## config.mk

```make
export PLATFORM = sky130hd
export DESIGN_NAME = lane_demux_4x9
export DESIGN_NICKNAME = d
export VERILOG_FILES = /design/src/rtl/lane_demux_4x9.sv
export SDC_FILE = /design/constraint.sdc
export NUM_CORES = 1
export LEC_CHECK = 0
export CORE_UTILIZATION = 43
export CTS_CLUSTER_DIAMETER = 150
export DETAILED_ROUTE_END_ITERATION = 10
export GPL_ROUTABILITY_DRIVEN = 0
export PLACE_DENSITY = 0.72
export SYNTH_ARGS = -nofsm -noshare
export SYNTH_HDL_FRONTEND = slang
export SYNTH_SLANG_ARGS = --single-unit
```

## constraint.sdc

```tcl
create_clock -name clk4f -period 1.5 [get_ports clk4f]
set_input_delay 0.3 -clock clk4f [delete_from_list [all_inputs] [get_ports clk4f]]
set_output_delay 0.3 -clock clk4f [all_outputs]
set_load 0.01 [all_outputs]
```

## src/rtl/lane_demux_4x9.sv

```systemverilog
// Rebuilds four parallel lane words from the serialized clk4f word stream.
// A 2-bit phase steers words into staging slots; sync_in realigns to lane0.
module lane_demux_4x9 #(
    parameter int unsigned DATA_W = 9,
    parameter int unsigned CNT_W  = 8
) (
    input  logic              clk4f,
    input  logic              reset,
    input  logic [DATA_W-1:0] data_in,
    input  logic              sync_in,
    output logic [DATA_W-1:0] data0,
    output logic [DATA_W-1:0] data1,
    output logic [DATA_W-1:0] data2,
    output logic [DATA_W-1:0] data3,
    output logic [3:0]        lane_valid,
    output logic              frame_valid,
    output logic              resync,
    output logic [CNT_W-1:0]  frame_cnt
);

    localparam int unsigned MSB = DATA_W - 1;
    localparam logic [CNT_W-1:0] CNT_MAX = '1;

    logic [1:0]        phase_q, phase_d;
    logic [DATA_W-1:0] slot0_q, slot0_d;
    logic [DATA_W-1:0] slot1_q, slot1_d;
    logic [DATA_W-1:0] slot2_q, slot2_d;
    logic [DATA_W-1:0] data0_q, data0_d;
    logic [DATA_W-1:0] data1_q, data1_d;
    logic [DATA_W-1:0] data2_q, data2_d;
    logic [DATA_W-1:0] data3_q, data3_d;
    logic [3:0]        lane_valid_q, lane_valid_d;
    logic              frame_valid_q, frame_valid_d;
    logic              resync_q, resync_d;
    logic [CNT_W-1:0]  frame_cnt_q, frame_cnt_d;
    logic [3:0]        new_valid;

    // MSBs of the frame that completes this cycle, only meaningful at phase 3
    assign new_valid = {data_in[MSB], slot2_q[MSB], slot1_q[MSB], slot0_q[MSB]};

    // Next-state: slot steering, frame completion and realignment
    always_comb begin
        phase_d       = phase_q;
        slot0_d       = slot0_q;
        slot1_d       = slot1_q;
        slot2_d       = slot2_q;
        data0_d       = data0_q;
        data1_d       = data1_q;
        data2_d       = data2_q;
        data3_d       = data3_q;
        lane_valid_d  = lane_valid_q;
        frame_valid_d = 1'b0;
        resync_d      = 1'b0;
        frame_cnt_d   = frame_cnt_q;

        if (sync_in) begin
            // Realign: this word is lane0, any partial frame is dropped
            slot0_d  = data_in;
            phase_d  = 2'd1;
            resync_d = (phase_q != 2'd0);
        end else begin
            case (phase_q)
                2'd0: slot0_d = data_in;
                2'd1: slot1_d = data_in;
                2'd2: slot2_d = data_in;
                default: begin
                    data0_d       = slot0_q;
                    data1_d       = slot1_q;
                    data2_d       = slot2_q;
                    data3_d       = data_in;
                    lane_valid_d  = new_valid;
                    frame_valid_d = 1'b1;
                    if ((new_valid != 4'd0) && (frame_cnt_q != CNT_MAX)) begin
                        frame_cnt_d = frame_cnt_q + CNT_W'(1);
                    end
                end
            endcase
            phase_d = phase_q + 2'd1;
        end
    end

    always_ff @(posedge clk4f) begin
        if (reset) begin
            phase_q       <= 2'd0;
            slot0_q       <= '0;
            slot1_q       <= '0;
            slot2_q       <= '0;
            data0_q       <= '0;
            data1_q       <= '0;
            data2_q       <= '0;
            data3_q       <= '0;
            lane_valid_q  <= 4'd0;
            frame_valid_q <= 1'b0;
            resync_q      <= 1'b0;
            frame_cnt_q   <= '0;
        end else begin
            phase_q       <= phase_d;
            slot0_q       <= slot0_d;
            slot1_q       <= slot1_d;
            slot2_q       <= slot2_d;
            data0_q       <= data0_d;
            data1_q       <= data1_d;
            data2_q       <= data2_d;
            data3_q       <= data3_d;
            lane_valid_q  <= lane_valid_d;
            frame_valid_q <= frame_valid_d;
            resync_q      <= resync_d;
            frame_cnt_q   <= frame_cnt_d;
        end
    end

    assign data0       = data0_q;
    assign data1       = data1_q;
    assign data2       = data2_q;
    assign data3       = data3_q;
    assign lane_valid  = lane_valid_q;
    assign frame_valid = frame_valid_q;
    assign resync      = resync_q;
    assign frame_cnt   = frame_cnt_q;

endmodule

```

==> results of run 1 <==
-- kinds of logic after synthesis --
group / count (synthesis)
xor gates and xnor gates: 1
adders and majority gates: 5
DFF: 75
AOI/OAI and AO/OA: 84
buffers and inverters: 27
muxes: 2
and+or+nand+nor: 148
-- area by class of cell --
type	count	area, µm²	area share, %
clock buffer	9	124	3.28
clock inverter	7	140	3.71
inverter	3	11.3	0.298
multi-input combinational	240	1220	32.3
sequential	75	1510	40.0
tap	77	96.3	2.55
timing repair buffer	74	673	17.8
-- where the power goes --
part           internal [mW]  total, mW  leakage, nW  switching, mW
sequential              2.03       2.06        0.612         0.0271
clock                   1.27       2.02        0.125          0.751
combinational         0.0930      0.231        0.852          0.138
total                   3.39       4.31         1.59          0.916
-- through the flow --
| step | util (%) | cells | hold WS (ps) |
|---|---|---|---|
| after floorplan | - | 342 | 432 |
| after global placement | 55.7 | 469 | 440 |
| after detailed placement | 55.7 | 469 | 446 |
| after CTS | 59.2 | 485 | 215 |
| after global routing | 59.9 | 485 | 257 |
| final | 59.9 | 485 | 229 |
-- layer usage --
layer | wire length, µm | global-route usage (%)
met5 | 0 | 0
met3 | 322 | 4.27
met1 | 3210 | 27.1
met2 | 2770 | 27.6
met4 | 89 | 7.52
-- registers in the layout, indices dropped and copies added, names as in the netlist --
name,count
slot2_q,9
phase_q,2
frame_valid,1
data0,8
frame_cnt,8
data3,9
slot1_q,9
resync,1
data1,8
lane_valid,3
data2,8
slot0_q,9
-- worst max-delay path, cell delays in order, from the launching register on --
cell	delay [ps]
dfxtp_1	370
ha_2	200
nand3b_1	180
a311oi_1	410
a41oi_1	160
-- repair_timing --
item	in CTS	in global routing
endpoints found under the setup margin	57	32
pin swaps	1	3
resized for setup	55	13
-- how the worst max path moves through the flow --
stage                                          from                   endpoint  slack [ps]  depth (start not counted)
after floorplan           frame_cnt[0]$_SDFFE_PP0P_  frame_cnt[1]$_SDFFE_PP0P_          20                          5
after global placement                   data_in[8]  frame_cnt[1]$_SDFFE_PP0P_        -250                          5
after detailed placement                 data_in[8]  frame_cnt[1]$_SDFFE_PP0P_        -300                          5
after CTS                         resync$_SDFF_PP0_                     resync          10                          1
after global routing      frame_cnt[0]$_SDFFE_PP0P_  frame_cnt[6]$_SDFFE_PP0P_         -20                          5
final                     frame_cnt[0]$_SDFFE_PP0P_  frame_cnt[4]$_SDFFE_PP0P_          50                          4
-- cell usage after synthesis (all sizes together) --
master,instances
nor3b,1
a311o,1
inv,3
xor2,1
a31oi,1
nand2b,3
nand3,3
a211oi,3
a311oi,1
nor3,2
nor2b,3
a21boi,1
dfxtp,75
clkbuf,10
nor4,1
a21oi,65
and3,2
buf,14
nor4b,1
ha,5
nand3b,1
nor2,11
mux2i,2
a41oi,1
and4b,1
o21ai,11
nand2,119
==> metrics.yaml, run 1 <==
status: "completed"
max_freq_mhz: 691
synth-seq-area-share_pct: 53.4
diodes: 0
criticalPathCategory: "flip-flop to flip-flop"
hold_path_startpoint: "reset"
antenna_found_initial: 0
design.portCount: 62
root_buffer: "clkbuf_8"
max_cap_violations: 0
synth-compound-area-share_pct: 16.0
yosysTopAreaCellShare_pct: 53.4
r2r_start: "frame_cnt[0]$_SDFFE_PP0P_"
startpoint_type: "flip-flop"
postSynthCellCount: 342
layout.nets: 420
fin_crit_sh_pct: 96.5
design_area_um2: 3780
dr.pass1.iters: 4
antenna_left: 0
drt_iter0_drc: 164
wire_per_inst_um: 13.2
clkTransAtPathRegs_ps: 80
place_ws_ps: -295
routed-via-count: 2452
final_cell_mix: "nand2_1, dfxtp_1, a21oi_1"
required_ps: 1710
worstMarginPinSlew_ps: 511
mostFrequentLayoutCell: "nand2_1"
power.total_mw: 4.31
dp_hpwl_um: 4220
min_to: "frame_cnt[3]$_SDFFE_PP0P_"
cts_hold_buf: 0
die-width_um: 82.9
cp_max_fo: 3
fin_setup_tns_ps: 0
yosysWarnings: 0
endpoint_kind: "flip-flop"
synth_fa_ha_area_share_pct: 2.22
yosys.area_share.simple_pct: 22.6
grtUsageTotal_pct: 18.9
portBuffers: 61
dpl_cell_area_um2: 3520
hold_viol: 0
power_leakage_nw: 1.59
synth-xor-area-share_pct: 0.311
avgViaCountPerCell: 5.06
synth_seq_cells: 75
vdd_drop_max_mv: 0.622
grt_max_degree: 71
skew_ps: 11.4
synth_top_family_by_area: "simple AND/OR/NAND/NOR gates"
synth_fp_nets: 359
regToRegSetupSlack_ps: 50
syn-cell-area_um2: 2810
hold_path_class: "input pin to flip-flop"
cts_tree: "yes"
drive_above_1_share_pct: 12.5
clock_path_buffers: 2
cts_max_level: 3
synth_area_leaders: "dfxtp_1, nand2_1, a21oi_1"
clock-sinks: 75
muxShareOfSynthArea_pct: 0.712
clk_latency_ps: 340
overflow: 0
rsz0062_at_grt: "true"
finalSetupViolations: 0
synth_top_area_cell: "dfxtp_1"
grt_pass1_wl_um: 10600
critPathArrivalTime_ps: 1660
ys_types: 32
core_area_um2: 6310
postCtsSetupRepairBufs: 0
routed_wl_um: 6390
rr_worst_depth: 4
nFillCells: 591
grt_pass1_vias: 2201
period_minus_slack_ps: 1450
avgSynthCellArea_um2: 8.22
timing.final.ws_setup_ps: 53.1
r2r_end: "frame_cnt[4]$_SDFFE_PP0P_"
hold_path_depth: 2
die_h_um: 82.9
power_density_nw_per_um2: 1140
dieArea_um2: 6870
relSlewSlack_pct: 65.7
slew_violations: 0
cts_buffers: 9
fp-row-count: 29
syn_to_final_growth_pct: 34.4
drcViolationCount: 0
start_util_pct: 44.6
Power figures use the tool's default switching activity.
==> run 2: changes to the inputs <==
- SETUP_SLACK_MARGIN: unset -> 0.2
==> metrics.yaml, run 2 (synthesis results as in run 1) <==
final_cell_mix: "nand2_1, a21oi_1, dfxtp_1"
routed-via-count: 2554
timing.hold.ws_ps: 207
worstMarginPinSlew_ps: 387
clkTransAtPathRegs_ps: 80
drt_iter0_drc: 155
grt_pass1_vias: 2313
dp_hpwl_um: 4340
drive_above_1_share_pct: 18.9
required_ps: 1730
design.portCount: 62
critPathArrivalTime_ps: 1590
max_cap_violations: 0
cts_max_level: 3
max_freq_mhz: 733
status: "completed"
dr.pass1.iters: 4
use_met3_pct: 5.07
avgViaCountPerCell: 5.15
grt_max_degree: 54
met2_usage_pct: 31.4
cts_buffers: 9
die_h_um: 82.9
vdd_drop_max_mv: 0.566
path_cells: "ha_4 -> and3_4 -> a311o_2 -> mux2i_1 -> nor2_1"
skew_ps: 8.48
cp_slowest_cell: "dfxtp_4"
fp-row-count: 29
layout.nets: 431
nFillCells: 566
grtUsageTotal_pct: 19.9
fin_crit_sh_pct: 91.0
core_area_um2: 6310
rsz0062_at_grt: "true"
wire_per_inst_um: 14.2
diodes: 0
drcViolationCount: 0
start_util_pct: 44.6
clock_path_buffers: 2
root_buffer: "clkbuf_8"
endpoint_kind: "flip-flop"
dpl_cell_area_um2: 3560
portBuffers: 61
grtUsageMet1_pct: 26.3
routed_wl_um: 7050
criticalPathCategory: "flip-flop to flip-flop"
power_leakage_nw: 1.61
antenna_found_initial: 0
dieArea_um2: 6870
clock-sinks: 75
slew_violations: 0
clk_latency_ps: 340
syn_to_final_growth_pct: 40.3
mostFrequentLayoutCell: "nand2_1"
design_area_um2: 3950
power_density_nw_per_um2: 1040
die-width_um: 82.9
overflow: 0
startpoint_type: "flip-flop"
cp_max_fo: 4
cts_tree: "yes"
hold_path_class: "input pin to flip-flop"
cts_hold_buf: 0
period_minus_slack_ps: 1360
grt-busiest-layer: "met2"
antenna_left: 0
relSlewSlack_pct: 74.1
finalSetupViolations: 0
grt_pass1_wl_um: 10900
slowest_delay_ps: 370
hold_viol: 0
[run 2: changes by cell type in the layout (fill, tap and decap cells not counted), sizes merged]
| cell | change |
|---|---|
| dlygate4sd2 | -11 |
| clkinv | +2 |
| nor2b | +1 |
| clkdlybuf4s50 | -2 |
| clkdlybuf4s15 | +8 |
| bufinv | -2 |
| buf | +8 |
| clkbuf | +9 |
| dlymetal6s2s | -1 |
| clkinvlp | -1 |
[run 2: final timing paths]
check                                               start                         to  slack, ps  cells after the start
worst max-delay path            frame_cnt[0]$_SDFFE_PP0P_  frame_cnt[1]$_SDFFE_PP0P_        140                      5
worst max register to register  frame_cnt[0]$_SDFFE_PP0P_  frame_cnt[1]$_SDFFE_PP0P_        140                      5
worst min-delay path                                reset  frame_cnt[2]$_SDFFE_PP0P_        210                      2
worst min register to register      data2[4]$_SDFFE_PP0P_      data2[4]$_SDFFE_PP0P_        450                      2
[run 2: timing repair]
item | in CTS | in global routing
setup endpoints to repair | 121 | 64
buffers inserted | 4 | 4
resized for setup | 75 | 34
pin swaps | 6 | 11
gates cloned | 0 | 3
[run 2: area by class of cell]
class,instances,area [µm²],share of cell area [%]
clock inverters,6,86.3,2.19
well taps,77,96.3,2.44
inverters,3,11.3,0.285
multi-input cells,241,1270,32.3
repair buffers,84,793,20.1
flip-flops and latches,75,1540,38.9
clock buffers,10,149,3.77
[run 2: critical path: cells and delay by family, from the launching register on]
kind	cells	cell delay (ps)
simple gates	2	230
mux	1	150
flops	1	370
compound gates	1	340
fa+ha+maj	1	160
[run 2: per-stage QoR]
stage / cells / power (mW) / TNS, ps / worst slack, ps / util, %
global placement: 469 / 2.33 / -11030 / -230 / 56.3
CTS: 489 / 4.11 / 0 / 92.6 / 60.3
detailed placement: 469 / 2.34 / -12750 / -275 / 56.3
floorplan: 342 / 2.22 / 0 / 136 / -
finish: 496 / 4.11 / 0 / 135 / 62.5
global route: 496 / 4.26 / 0 / 71.6 / 62.5
[run 2: power by group]
part	switching, mW	internal (mW)	leakage [nW]
registers	0.0272	2.02	0.616
clock network	0.753	1.03	0.117
logic	0.154	0.121	0.873
[run 2: layer usage]
layer | up-vias | wire [µm]
met4 | 0 | 99
met2 | 87 | 3460
met1 | 1181 | 2990
met5 | - | 0
li1 | 1277 | -
met3 | 9 | 500
